## config.mk

```make
export PLATFORM = sky130hd
export DESIGN_NAME = hex_token_parser
export DESIGN_NICKNAME = d
export VERILOG_FILES = /design/src/rtl/hex_token_parser.sv
export SDC_FILE = /design/constraint.sdc
export NUM_CORES = 1
export LEC_CHECK = 0
export BUFFER_PORTS_ARGS = -buffer_cell sky130_fd_sc_hd__buf_4
export CAP_MARGIN = 20
export CORE_AREA = 4 4 120 65
export DETAILED_ROUTE_END_ITERATION = 8
export DIE_AREA = 0 0 124 69
export PLACE_DENSITY = 0.8
export SLEW_MARGIN = 10
export SYNTH_ARGS = -nofsm -noshare
export SYNTH_HDL_FRONTEND = slang
export SYNTH_SLANG_ARGS = --single-unit
```

## constraint.sdc

```tcl
create_clock -name clock -period 1.9 [get_ports clock]
set_clock_uncertainty 0.1 [all_clocks]
set_input_delay 0.38 -clock clock [delete_from_list [all_inputs] [get_ports clock]]
set_output_delay 0.38 -clock clock [all_outputs]
set_load 0.03 [all_outputs]
```

## src/rtl/hex_token_parser.sv

```systemverilog
// Purpose: converts an ASCII character stream into WIDTH-bit words parsed from hexadecimal tokens.
// Latency: the word is presented one cycle after its terminating delimiter is accepted.
// Backpressure: out_valid holds until out_ready; rx_ready is low for as long as a word is held.
//
// Ports:
//   clock, reset_n          system clock, asynchronous active-low reset
//   rx_data/rx_valid        incoming ASCII character (bit 7 set = invalid character)
//   rx_ready                character accepted this cycle when high (equals !out_valid)
//   out_value/out_digits    parsed value (zero-extended) and its hex digit count
//   out_valid/out_ready     output handshake
//   error                   one-cycle pulse when a token is rejected (malformed or oversized)
//
// Build option: define HEX_TOKEN_PARSER_LOWERCASE_EN to accept 'a'-'f' as hex digits.
module hex_token_parser #(
   parameter int WIDTH = 32
) (
   input  logic                                 clock,
   input  logic                                 reset_n,
   input  logic [7:0]                           rx_data,
   input  logic                                 rx_valid,
   output logic                                 rx_ready,
   output logic [WIDTH-1:0]                     out_value,
   output logic [$clog2((WIDTH/4)+1)-1:0]       out_digits,
   output logic                                 out_valid,
   input  logic                                 out_ready,
   output logic                                 error
);

   localparam int MAX_DIGITS = WIDTH / 4;
   localparam int CW         = $clog2(MAX_DIGITS + 1);

   typedef enum logic [1:0] {
      S_IDLE  = 2'd0,
      S_ACCUM = 2'd1,
      S_SKIP  = 2'd2
   } state_t;

   state_t           state, state_n;
   logic [WIDTH-1:0] acc, acc_n;
   logic [CW-1:0]    count, count_n;
   logic [WIDTH-1:0] out_value_n;
   logic [CW-1:0]    out_digits_n;
   logic             out_valid_n;
   logic             error_n;

   logic             is_digit;
   logic             is_delim;
   logic [3:0]       nibble;
   logic             accept;
   logic [WIDTH+3:0] acc_shift;

   // Only registered state feeds rx_ready, so there is no path from rx_valid/out_ready.
   assign rx_ready = !out_valid;
   assign accept   = rx_valid && rx_ready;

   // Shift through a wider vector so the expression stays legal down to WIDTH=4.
   assign acc_shift = {acc, nibble};

   // Character classification.
   always_comb begin
      is_digit = 1'b0;
      is_delim = 1'b0;
      nibble   = 4'd0;
      if (rx_data >= 8'h30 && rx_data <= 8'h39) begin
         is_digit = 1'b1;
         nibble   = rx_data[3:0];
      end else if (rx_data >= 8'h41 && rx_data <= 8'h46) begin
         is_digit = 1'b1;
         nibble   = rx_data[3:0] + 4'd9;
      end
`ifdef HEX_TOKEN_PARSER_LOWERCASE_EN
      else if (rx_data >= 8'h61 && rx_data <= 8'h66) begin
         is_digit = 1'b1;
         nibble   = rx_data[3:0] + 4'd9;
      end
`endif
      else if (rx_data == 8'h20 || rx_data == 8'h09 || rx_data == 8'h0D ||
               rx_data == 8'h0A || rx_data == 8'h2C) begin
         is_delim = 1'b1;
      end
   end

   // Next-state and output logic.
   always_comb begin
      state_n      = state;
      acc_n        = acc;
      count_n      = count;
      out_value_n  = out_value;
      out_digits_n = out_digits;
      out_valid_n  = out_valid;
      error_n      = 1'b0;

      // No character is accepted while a word is held, so the handshake
      // never collides with a new word being loaded.
      if (out_valid && out_ready) begin
         out_valid_n = 1'b0;
      end

      if (accept) begin
         case (state)
            S_IDLE: begin
               if (is_digit) begin
                  acc_n   = {{(WIDTH-4){1'b0}}, nibble};
                  count_n = CW'(1);
                  state_n = S_ACCUM;
               end else if (!is_delim) begin
                  error_n = 1'b1;
                  state_n = S_SKIP;
               end
            end
            S_ACCUM: begin
               if (is_digit) begin
                  if (count == CW'(MAX_DIGITS)) begin
                     error_n = 1'b1;
                     state_n = S_SKIP;
                  end else begin
                     acc_n   = acc_shift[WIDTH-1:0];
                     count_n = count + 1'b1;
                  end
               end else if (is_delim) begin
                  out_value_n  = acc;
                  out_digits_n = count;
                  out_valid_n  = 1'b1;
                  state_n      = S_IDLE;
               end else begin
                  error_n = 1'b1;
                  state_n = S_SKIP;
               end
            end
            S_SKIP: begin
               // The rejected token has already reported its single error.
               if (is_delim) begin
                  state_n = S_IDLE;
               end
            end
            default: begin
               state_n = S_IDLE;
            end
         endcase
      end
   end

   always_ff @(posedge clock or negedge reset_n) begin
      if (!reset_n) begin
         state      <= S_IDLE;
         acc        <= '0;
         count      <= '0;
         out_value  <= '0;
         out_digits <= '0;
         out_valid  <= 1'b0;
         error      <= 1'b0;
      end else begin
         state      <= state_n;
         acc        <= acc_n;
         count      <= count_n;
         out_value  <= out_value_n;
         out_digits <= out_digits_n;
         out_valid  <= out_valid_n;
         error      <= error_n;
      end
   end

endmodule
```

==> results.tsv <==
stage	metric	value	unit
run_status	failing checks	setup timing	
sta	Tcrit/Tclk final	108	%
synth	simple-gate share of the synthesized area	7.99	%
synth	Mapped Nets	301	
detailed_routing	Pre-antenna DRT Iters	5	
synth	total of warnings raised by yosys	0	
pwr	Pwr Density	776	nW/um^2
sta	Slew @ Worst Pin	0.466	ns
sta	final hold violation count	0	
die	Core Region	6600	um^2
sta	highest clock rate	489	MHz
global_route	first-pass GRT wire length	15200	um
cts	worst-skew pair later-pin latency	0.34	ns
detailed_routing	routed via count	2813	
die	DIE HEIGHT	69	um
die	initial core utilization	51.0	%
synth	adder-cell share of the synthesized area	2.23	%
finish	Area growth, synth to finish	52.2	%
worst_setup_path	Max stage delay on crit path	0.37	ns
pwr	worst vdd ir	497	uV
synth	Mean Syn Cell Area	11.9	um^2
synth	share of the synthesized area in the top cell type	56.5	%
global_route	initial antenna violation count	0	
die	Die W	124	um
placed_design	Port Buf Inserts	50	
cts	Clock H-tree levels	3	
synth	area leader, netlist	dfrtp_1	
detailed_routing	Routed WL per cell	23.7	um
synth	Synth cell types	35	
global_route	Overflow after GRT	0	
worst_setup_path	Slowest cell on crit path	or3b_4	
worst_setup_path	critical path arrival	2.21	ns
worst_setup_path	CP Cell Sequence	buf_12 -> inv_12 -> ha_4 -> buf_6 -> or3b_4 -> and4_4 -> o21ai_4 -> buf_12 -> buf_12 -> o21ai_2 -> a21oi_2	
synth	Commonest cells post-synth	76 x dfrtp_1, 39 x mux2_2, 33 x o21ai_0	
synth	Synth Flop Type	dfrtp_1	
cts	Clk pin slew, worst setup/hold paths	0.06	ns
worst_hold_path	Hold Crit Class	in2reg	
flow_run	max-cap viol count	0	
global_route	vias in the first global route	2778	
sta	endpoints failing setup	72	
global_route	largest net degree at the start of global routing	36	
detailed_routing	Post-Route WL	11000	um
finish	FILL cells	338	
cts	clk sink count	76	
detailed_routing	DRT iter0 DRCs	283	
placed_design	detailed placer's ending HPWL	5070	um
sta	final worst slack	-0.145	ns
detailed_routing	# DRC	0	
detailed_routing	Routed Antenna Nets	0	
worst_setup_path	Crit Path Max Fanout	7	
sta	Final Critical Period	2.05	ns
die	row cnt	21	
worst_setup_path	Worst Path Buf+Inv	5	
sta	RSZ-0062 raised after global routing	yes	
placed_design	DP Cell Count	432	
synth	Post-synth EDFFs	0	
synth	sequential share of the synthesized area	56.5	%
synth	Syn Std Cell Area	3370	um^2
worst_setup_path	CP required	2.07	ns
cts	CTS root buffer	clkbuf_16	
run_status	status	finished with violations	
worst_setup_path	crit path launch type	input pin	
synth	largest family of logic cells by synthesized area	compound AO/OA/AOI/OAI gates	
finish	# nets final	384	
cts	CTS tree	yes	
synth	flops & latches, synth	76	
cts	CTS max path bufs	2	
finish	Non-Filler Instances	463	
pwr	Leak	2.29	nW
worst_setup_path	critical path's most frequent cell	buf_12	
sta	Slew Limit Headroom	69.0	%
sta	Slew Limit Fails	0	
synth	Synth Instances	283	
finish	share of post-route cells with drive strength above 1	51.2	%
die	I/O pin count	51	
synth	largest cells by area after synthesis	dfrtp_1 57%, mux2_2 13%, o31ai_1 6.2%	
finish	Ant. Diodes	0	
worst_setup_path	CP endpoint kind	flip-flop	
cts	Inserted Clock Buffers	9	
synth	proportion of synthesized area in mux cells	14.0	%
worst_setup_path	Crit path max-delay family	buffers and inverters	
detailed_routing	via-per-instance ratio	6.08	
synth	post-synthesis xor/xnor area fraction	1.04	%
worst_setup_path	critical path class	in2reg	
sta	hold_ws	0.130	ns
synth	count leader, synth	dfrtp_1	
placed_design	DP Worst Slack	-0.511	ns
global_route	Total GRT Usage	23.1	%
die	die area	8560	um^2
synth	compound-cell area share of the yosys netlist	14.5	%
placed_design	GPL Wtd Cong	0.836	
synth	Async SR Flop Fraction	100	%
cells in the final DEF (no fill, tap or decap), drive strengths merged, types with 6 or more instances in the layout:
| cell type | n |
|---|---|
| ha | 6 |
| clkbuf | 13 |
| nand2 | 32 |
| nor2 | 7 |
| inv | 8 |
| buf | 86 |
| mux2 | 41 |
| dfrtp | 76 |
| o31ai | 28 |
| o21ai | 34 |
path summary, 6_finish.rpt:
path / slack, ns / startpoint / end / cells past startpoint
min: 0.13 / out_ready / out_valid / 2
max: -0.15 / rx_data[0] / count[2] / 11
min reg2reg: 0.42 / out_value[6] / out_value[6] / 1
max in group asynchronous: 0.69 / reset_n / out_value[6] / 3
max reg2reg: -0.10 / count[1] / acc[10] / 7
min in group asynchronous: 0.45 / reset_n / out_digits[0] / 2
routing by layer:
layer	wire length (um)	up-vias	global-route usage [%]
li1	-	1189	-
met1	4330	1412	30.1
met2	5170	168	37.3
met3	907	44	5.88
met4	550	0	8.62
met5	0	-	0
sequential cells by signal, indices dropped and copies added (netlist names):
signal and cells:
acc 32, count 4, error 1, out_digits 4
out_valid 1, out_value 32, state 2
cells by family after synthesis:
group / count (synthesis)
xor+xnor: 4
simple gates: 55
compound gates: 74
fa+ha+maj: 6
flops: 76
mux: 42
buf+inv: 26
cell type report:
| class | count | area, um^2 | area share (%) |
|---|---|---|---|
| tap | 92 | 115 | 2.25 |
| multi-input combinational | 181 | 1820 | 35.6 |
| clock buffer | 10 | 239 | 4.67 |
| sequential | 76 | 1900 | 37.1 |
| inverter | 8 | 55.1 | 1.08 |
| timing repair buffer | 90 | 926 | 18.1 |
| clock inverter | 6 | 61.3 | 1.20 |
power by group:
| part | internal, mW | total, mW | switching (mW) | leakage [nW] |
|---|---|---|---|---|
| Clock | 1.05 | 1.75 | 0.698 | 0.149 |
| Sequential | 1.69 | 1.79 | 0.0950 | 1.04 |
| Combinational | 0.203 | 0.438 | 0.235 | 1.10 |
| Total | 2.94 | 3.97 | 1.03 | 2.29 |
worst reg2reg max path, stage by stage (launching register included):
cell     delay, ns
dfrtp_1       0.44
inv_1         0.10
ha_1          0.17
nand2_1       0.12
nor3_4        0.38
buf_8         0.28
o21ai_1       0.13
o31ai_1       0.14
stage by stage:
step	setup TNS (ns)	area, um^2	power (mW)	util, %
detailed placement	-32.17	4090	2.12	62.0
global placement	-28.22	4090	2.09	62.0
global route	-8.43	5120	4.10	77.7
floorplan	-16.11	3500	1.94	-
finish	-3.94	5120	3.97	77.7
CTS	-4.64	4850	3.86	73.5
repair_timing:
item                                    in CTS  in global routing
pin swaps                                    8                  8
endpoints found under the setup margin      72                 74
cloned                                       4                  3
resized for setup                           75                 71
endpoints found under the hold margin       32                  0
hold buffers                                 1                  0
buffers inserted                             7                  2
(Power assumes the default switching activity.)
